==> src/rtl/pin_uart_bank_if.sv <==
// Pin-identification UART bank bus: run enable in, UART lines and status out.
interface pin_uart_bank_if #(
  parameter int unsigned CHANNELS = 8
);
  logic                en;
  logic [CHANNELS-1:0] out;
  logic                busy;
  logic                frame_done;
  logic [15:0]         frame_cnt;

  modport master (output en, input out, busy, frame_done, frame_cnt);
  modport slave  (input en, output out, busy, frame_done, frame_cnt);
endinterface

==> src/rtl/pin_uart_bank.sv <==
// Multi-channel pin-identification transmitter: every pin repeatedly sends its
// own name as 8N1 UART, sharing one baud counter and one slot sequencer.
module pin_uart_bank #(
  parameter int unsigned                     CHANNELS    = 8,
  parameter int unsigned                     MAX_CHARS   = 4,
  parameter logic [CHANNELS*MAX_CHARS*8-1:0] NAMES       = '0,
  parameter int unsigned                     BAUD_DIV    = 16,
  parameter int unsigned                     GAP_BITS    = 20,
  parameter int unsigned                     MODE        = 0,
  parameter int unsigned                     APPEND_CRLF = 1
) (
  input  logic           clk,
  input  logic           rst,
  pin_uart_bank_if.slave bus
);

  localparam int unsigned SLOTS  = MAX_CHARS + ((APPEND_CRLF != 0) ? 2 : 0);
  localparam int unsigned BAUD_W = $clog2(BAUD_DIV);
  localparam int unsigned SLOT_W = (SLOTS > 1) ? $clog2(SLOTS) : 1;
  localparam int unsigned CH_W   = (CHANNELS > 1) ? $clog2(CHANNELS) : 1;
  localparam int unsigned GAP_W  = (GAP_BITS > 1) ? $clog2(GAP_BITS) : 1;
  localparam int unsigned BIT_W  = (GAP_W > 3) ? GAP_W : 3;

  typedef enum logic [2:0] {
    S_IDLE,
    S_START,
    S_DATA,
    S_STOP,
    S_GAP
  } state_t;

  state_t             state;
  logic [BAUD_W-1:0]  baud;
  logic [BIT_W-1:0]   bit_idx;
  logic [SLOT_W-1:0]  slot;
  logic [CH_W-1:0]    ch;

  // Character carried by channel c in slot s: name bytes MSB-first, then CR, LF.
  function automatic logic [7:0] slot_char(input int unsigned c, input int unsigned s);
    if (s < MAX_CHARS) return NAMES[(c*MAX_CHARS + (MAX_CHARS - 1 - s))*8 +: 8];
    else if (s == MAX_CHARS) return 8'h0D;
    else return 8'h0A;
  endfunction

  // Line levels for a start bit or data bit b; NUL slots and inactive lanes idle high.
  function automatic logic [CHANNELS-1:0] line_bits(input logic              is_start,
                                                    input logic [SLOT_W-1:0] s,
                                                    input logic [2:0]        b,
                                                    input logic [CH_W-1:0]   k);
    logic [CHANNELS-1:0] l;
    logic [7:0]          chr;
    l = '1;
    for (int unsigned c = 0; c < CHANNELS; c++) begin
      chr = slot_char(c, 32'(s));
      if (((MODE == 0) || (c == 32'(k))) && (chr != 8'h00))
        l[CH_W'(c)] = is_start ? 1'b0 : chr[b];
    end
    return l;
  endfunction

  // Next active channel; only round-robin mode moves it.
  function automatic logic [CH_W-1:0] ch_succ(input logic [CH_W-1:0] k);
    if (MODE == 0) return k;
    else if (k == CH_W'(CHANNELS - 1)) return '0;
    else return k + CH_W'(1);
  endfunction

  // Sequencer: bit timing, slot/channel stepping and registered line outputs.
  always_ff @(posedge clk or negedge rst) begin
    if (!rst) begin
      state          <= S_IDLE;
      baud           <= '0;
      bit_idx        <= '0;
      slot           <= '0;
      ch             <= '0;
      bus.out        <= '1;
      bus.busy       <= 1'b0;
      bus.frame_done <= 1'b0;
      bus.frame_cnt  <= '0;
    end else begin
      bus.frame_done <= 1'b0;
      if (state == S_IDLE) begin
        if (bus.en) begin
          state    <= S_START;
          baud     <= '0;
          bit_idx  <= '0;
          slot     <= '0;
          bus.busy <= 1'b1;
          bus.out  <= line_bits(1'b1, SLOT_W'(0), 3'd0, ch);
        end
      end else if (baud != BAUD_W'(BAUD_DIV - 1)) begin
        baud <= baud + BAUD_W'(1);
      end else begin
        baud <= '0;
        case (state)
          S_START: begin
            state   <= S_DATA;
            bit_idx <= '0;
            bus.out <= line_bits(1'b0, slot, 3'd0, ch);
          end
          S_DATA: begin
            if (bit_idx[2:0] == 3'd7) begin
              state   <= S_STOP;
              bus.out <= '1;
            end else begin
              bit_idx <= bit_idx + BIT_W'(1);
              bus.out <= line_bits(1'b0, slot, 3'(bit_idx[2:0] + 3'd1), ch);
            end
          end
          S_STOP: begin
            bus.out <= '1;
            if (slot == SLOT_W'(SLOTS - 1)) begin
              // A completed message always counts, whatever en is doing.
              state          <= S_GAP;
              bit_idx        <= '0;
              bus.frame_done <= 1'b1;
              bus.frame_cnt  <= bus.frame_cnt + 16'd1;
            end else if (!bus.en) begin
              state    <= S_IDLE;
              slot     <= '0;
              bus.busy <= 1'b0;
            end else begin
              state   <= S_START;
              slot    <= slot + SLOT_W'(1);
              bus.out <= line_bits(1'b1, slot + SLOT_W'(1), 3'd0, ch);
            end
          end
          S_GAP: begin
            if (bit_idx == BIT_W'(GAP_BITS - 1)) begin
              ch <= ch_succ(ch);
              if (bus.en) begin
                state   <= S_START;
                slot    <= '0;
                bit_idx <= '0;
                bus.out <= line_bits(1'b1, SLOT_W'(0), 3'd0, ch_succ(ch));
              end else begin
                state    <= S_IDLE;
                slot     <= '0;
                bus.busy <= 1'b0;
              end
            end else begin
              bit_idx <= bit_idx + BIT_W'(1);
            end
          end
          default: begin
            state    <= S_IDLE;
            bus.out  <= '1;
            bus.busy <= 1'b0;
          end
        endcase
      end
    end
  end

endmodule

==> src/flat_wrapper.sv <==
// flat-port wrapper written by rule: the top's interface ports become plain ports
module pin_uart_bank_flat 
#(
  parameter int unsigned                     CHANNELS    = 8,
  parameter int unsigned                     MAX_CHARS   = 4,
  parameter logic [CHANNELS*MAX_CHARS*8-1:0] NAMES       = '0,
  parameter int unsigned                     BAUD_DIV    = 16,
  parameter int unsigned                     GAP_BITS    = 20,
  parameter int unsigned                     MODE        = 0,
  parameter int unsigned                     APPEND_CRLF = 1
)
  (clk, rst, bus_en, bus_out, bus_busy, bus_frame_done, bus_frame_cnt);
  pin_uart_bank_if #(.CHANNELS(CHANNELS)) bus_i ();
  input  logic clk;
  input  logic rst;
  input wire logic [$bits(bus_i.en)-1:0] bus_en;
  output wire logic [$bits(bus_i.out)-1:0] bus_out;
  output wire logic [$bits(bus_i.busy)-1:0] bus_busy;
  output wire logic [$bits(bus_i.frame_done)-1:0] bus_frame_done;
  output wire logic [$bits(bus_i.frame_cnt)-1:0] bus_frame_cnt;
  assign bus_i.en = bus_en;
  assign bus_out = bus_i.out;
  assign bus_busy = bus_i.busy;
  assign bus_frame_done = bus_i.frame_done;
  assign bus_frame_cnt = bus_i.frame_cnt;
  pin_uart_bank #(.CHANNELS(CHANNELS), .MAX_CHARS(MAX_CHARS), .NAMES(NAMES), .BAUD_DIV(BAUD_DIV), .GAP_BITS(GAP_BITS), .MODE(MODE), .APPEND_CRLF(APPEND_CRLF)) u_core (.clk(clk), .rst(rst), .bus(bus_i));
endmodule
==> config.mk <==
export PLATFORM = sky130hd
export DESIGN_NAME = pin_uart_bank_flat
export DESIGN_NICKNAME = d
export VERILOG_FILES = /design/src/rtl/pin_uart_bank_if.sv /design/src/rtl/pin_uart_bank.sv /design/src/flat_wrapper.sv
export SDC_FILE = /design/constraint.sdc
export NUM_CORES = 1
export LEC_CHECK = 0
export BUFFER_PORTS_ARGS = -buffer_cell sky130_fd_sc_hd__buf_4
export CORE_ASPECT_RATIO = 1.75
export CORE_MARGIN = 2
export CORE_UTILIZATION = 51
export DETAILED_ROUTE_END_ITERATION = 8
export PLACE_DENSITY = 0.74
export REMOVE_ABC_BUFFERS = 1
export SLEW_MARGIN = 20
export SYNTH_ARGS = -nofsm -noshare
export SYNTH_HDL_FRONTEND = slang
export SYNTH_SLANG_ARGS = --single-unit
==> constraint.sdc <==
create_clock -name clk -period 2 [get_ports clk]
set_input_delay 0.3 -clock clk [delete_from_list [all_inputs] [get_ports clk]]
set_output_delay 0.3 -clock clk [all_outputs]
set_load 0.05 [all_outputs]
==> flow_summary.ini <==
[critical_path]
arrival_ps = 2150
crit_path_frequent_cell = ha_2
crit_path_cell_trace = ha_2, ha_2, or2_1, a32o_2, a311o_1, a221o_1
crit_fanout = 4
ff2ff_path_depth = 6
end_kind = flip-flop
worst_path_largest_cell_delay_ps = 390
critPathLaunchType = flip-flop
crit_slowest_cell = dfrtp_1
path_class = reg2reg
reg2reg_slack_ps = 20
timing.rr.end = u_core.bit_idx[3]
reg2reg_from = u_core.bit_idx[0]
critPathRequiredTime_ps = 2180

[detailed_routing]
via_per_inst = 5.95
drc = 0
wl_mm = 4.51
drtPass1Iterations = 4
num_vias = 1673
avgRoutedWirePerCell_um = 16.0
dr.first_iter.drc_count = 37
drtAntennaViolNets = 0

[synthesis]
synthesis.area_um2 = 1960
synth_top_area_share_pct = 42.1
synth_seq_cells = 34
ys_top_cells_by_area = dfrtp_1 (42%), xnor2_1 (6.3%), ha_1 (5.1%)
avgSynthCellArea_um2 = 9.86
yosysSeqAreaShare_pct = 43.4
synth-async-reset-ratio_pct = 100
synth.distinct_cells = 47
synth_cells = 199
ys.flop_type = dfrtp_1
synth_edf_count = 0
synth_warnings = 0
yosysTopAreaCell = dfrtp_1
yosysMostFrequentCell = dfrtp_1
synth_commonest_cells = dfrtp_1 (33), nand2_1 (15), nand3_1 (15), xnor2_1 (14)

[floorplanning]
die_width_um = 50.9
start_util_pct = 53.5
coreArea_um2 = 3660
dieHeight_um = 86.0
ios = 29
fp-row-count = 29
dieArea_um2 = 4380

[global_routing]
grt.total_usage_pct = 22.8
antenna_found_initial = 0
overflow = 0
grt_first_pass_wirelength_mm = 7.62
grt_pass1_vias = 1693
grt_max_degree = 35

[power_and_ir_drop]
power_frac_seq_pct = 53.8
p_per_area_nw_per_um2 = 537
p_total_mw = 1.28
internal-power_mw = 0.975
combPwrFrac_pct = 1.9
ir_drop_mv = 0.468
p_switching_mw = 0.302
p_sw_share_pct = 23.7
p_leak_nw = 1.13
clkPwrFrac_pct = 44.4

[clock_network]
clk_latency_ps = 290
path_clk_slew_ps = 80
cts.htree.levels = 2
cts_buffers = 5
clk_path_buf_depth = 2
cts_tree = built
clock-sinks = 34
root_buffer = clkbuf_8

[final_layout]
num_antenna_cells = 0
fin_util_pct = 64.9
layout-drive-gt1-share_pct = 26.4
syn2layout_area_growth_pct = 21.2
nets = 245

[sta]
rsz0062_at_grt = true
finalHoldViolCount = 0
setup_violations = 0
maxSlewHeadroom_pct = 71.9
skew_ps = 5.14
max_freq_ghz = 0.506
tns_ps = 0
min_period_ps = 1980
slew_viol_final = 0
min_period_over_period_pct = 98.8
tightest_slew_ps = 421

[min_path]
holdPathStages = 3
hold_start = bus_en
min_path_type = in2reg
holdPathEnd = u_core.slot[1]

[run_status]
status = completed

[placed_design]
place_hpwl_mm = 3.29
globalplace.congestion = 0.998
port-buffer-count = 28

[flow_run]
cap_viol_max_count = 0
==> power groups by stage <==
stage                     Clock (mW)  Sequential [mW]  Combinational (mW)
after global placement             0            0.700              0.0229
after CTS                      0.571            0.687              0.0255
final                          0.567            0.687              0.0239
after floorplan                    0            0.701             0.00233
after detailed placement           0            0.700              0.0239
after global routing           0.602            0.687              0.0281
==> registers in the layout (all words and copies together) (netlist names) <==
register / flops
u_core.slot: 3
u_core.bit_idx: 5
u_core.baud: 4
u_core.state: 3
u_core.bus.busy: 1
u_core.bus.frame_done: 1
u_core.bus.out: 1
u_core.bus.frame_cnt: 16
==> area by class of cell <==
cell class              count  area [um^2]
multi-input cells         143         1010
flip-flops and latches     34          852
well taps                  46         57.6
clock inverters             2         16.3
inverters                   6         22.5
repair buffers             44          333
clock buffers               6         82.6
fillers                   304         1290
==> metal layers <==
| layer | vias up | track usage, % | routed length [um] |
|---|---|---|---|
| met5 | - | 0 | 0 |
| met1 | 817 | 24.8 | 1790 |
| met3 | 11 | 4.01 | 183 |
| met2 | 56 | 41.9 | 2440 |
| met4 | 0 | 10.3 | 89 |
| li1 | 789 | - | - |
==> placed cells by master, fill, tap and decap left out, types with 3 or more instances in the layout <==
master     n
dfrtp_1   33
and4_1     4
ha_1       6
nand3_1   14
o21ai_0   10
inv_1      6
nor2_1    10
buf_4     43
xor2_1     3
mux2i_1    4
clkbuf_8   6
and3_1     4
nand4_1    8
xnor2_1   14
nand2_1   15
nand2b_1   3
a21oi_1    5
==> per-stage QoR <==
stage	setup slack, ps	area (um^2)	cells	hold slack, ps
after floorplan	-342	1870	183	4.41
after global placement	18.0	2240	270	267
after detailed placement	-40.4	2240	270	277
after CTS	-5.54	2370	281	342
after global routing	-53.2	2380	281	365
final	23.5	2380	281	343
==> cell families after synthesis <==
family,count (synthesis),share of synthesized area [%]
AND/OR/NAND/NOR,74,21.4
flip-flops,34,43.4
XOR/XNOR,17,7.59
buffers and inverters,22,5.80
AO/OA/AOI/OAI,38,13.5
adder cells (fa/ha/maj),8,5.10
multiplexers,6,3.19
==> critical path: cells and delay by family (launching register included) <==
kind / cells / cell delay, ps
adders and majority gates: 2 / 360
AOI/OAI and AO/OA: 3 / 900
DFF: 1 / 390
and+or+nand+nor: 1 / 220
==> how the worst max path moves through the flow <==
stage | start | end | cells past startpoint
after global placement | u_core.bit_idx[0] | u_core.bit_idx[3] | 6
final | u_core.bit_idx[0] | u_core.bit_idx[3] | 6
after floorplan | u_core.bus.out[6] | u_core.bus.out[6] | 2
after detailed placement | u_core.bit_idx[0] | u_core.bit_idx[3] | 6
after CTS | u_core.bit_idx[0] | u_core.bit_idx[3] | 6
after global routing | u_core.bit_idx[0] | u_core.bit_idx[3] | 6
==> timing repair <==
action | 4_1_cts | 5_1_grt
hold buffers | 1 | 0
gates resized for setup | 3 | 3
hold endpoints to repair | 33 | 0
pin swaps | 2 | 1
setup endpoints to repair | 3 | 13
buffers inserted | 2 | 0
(Power assumes the default switching activity.)
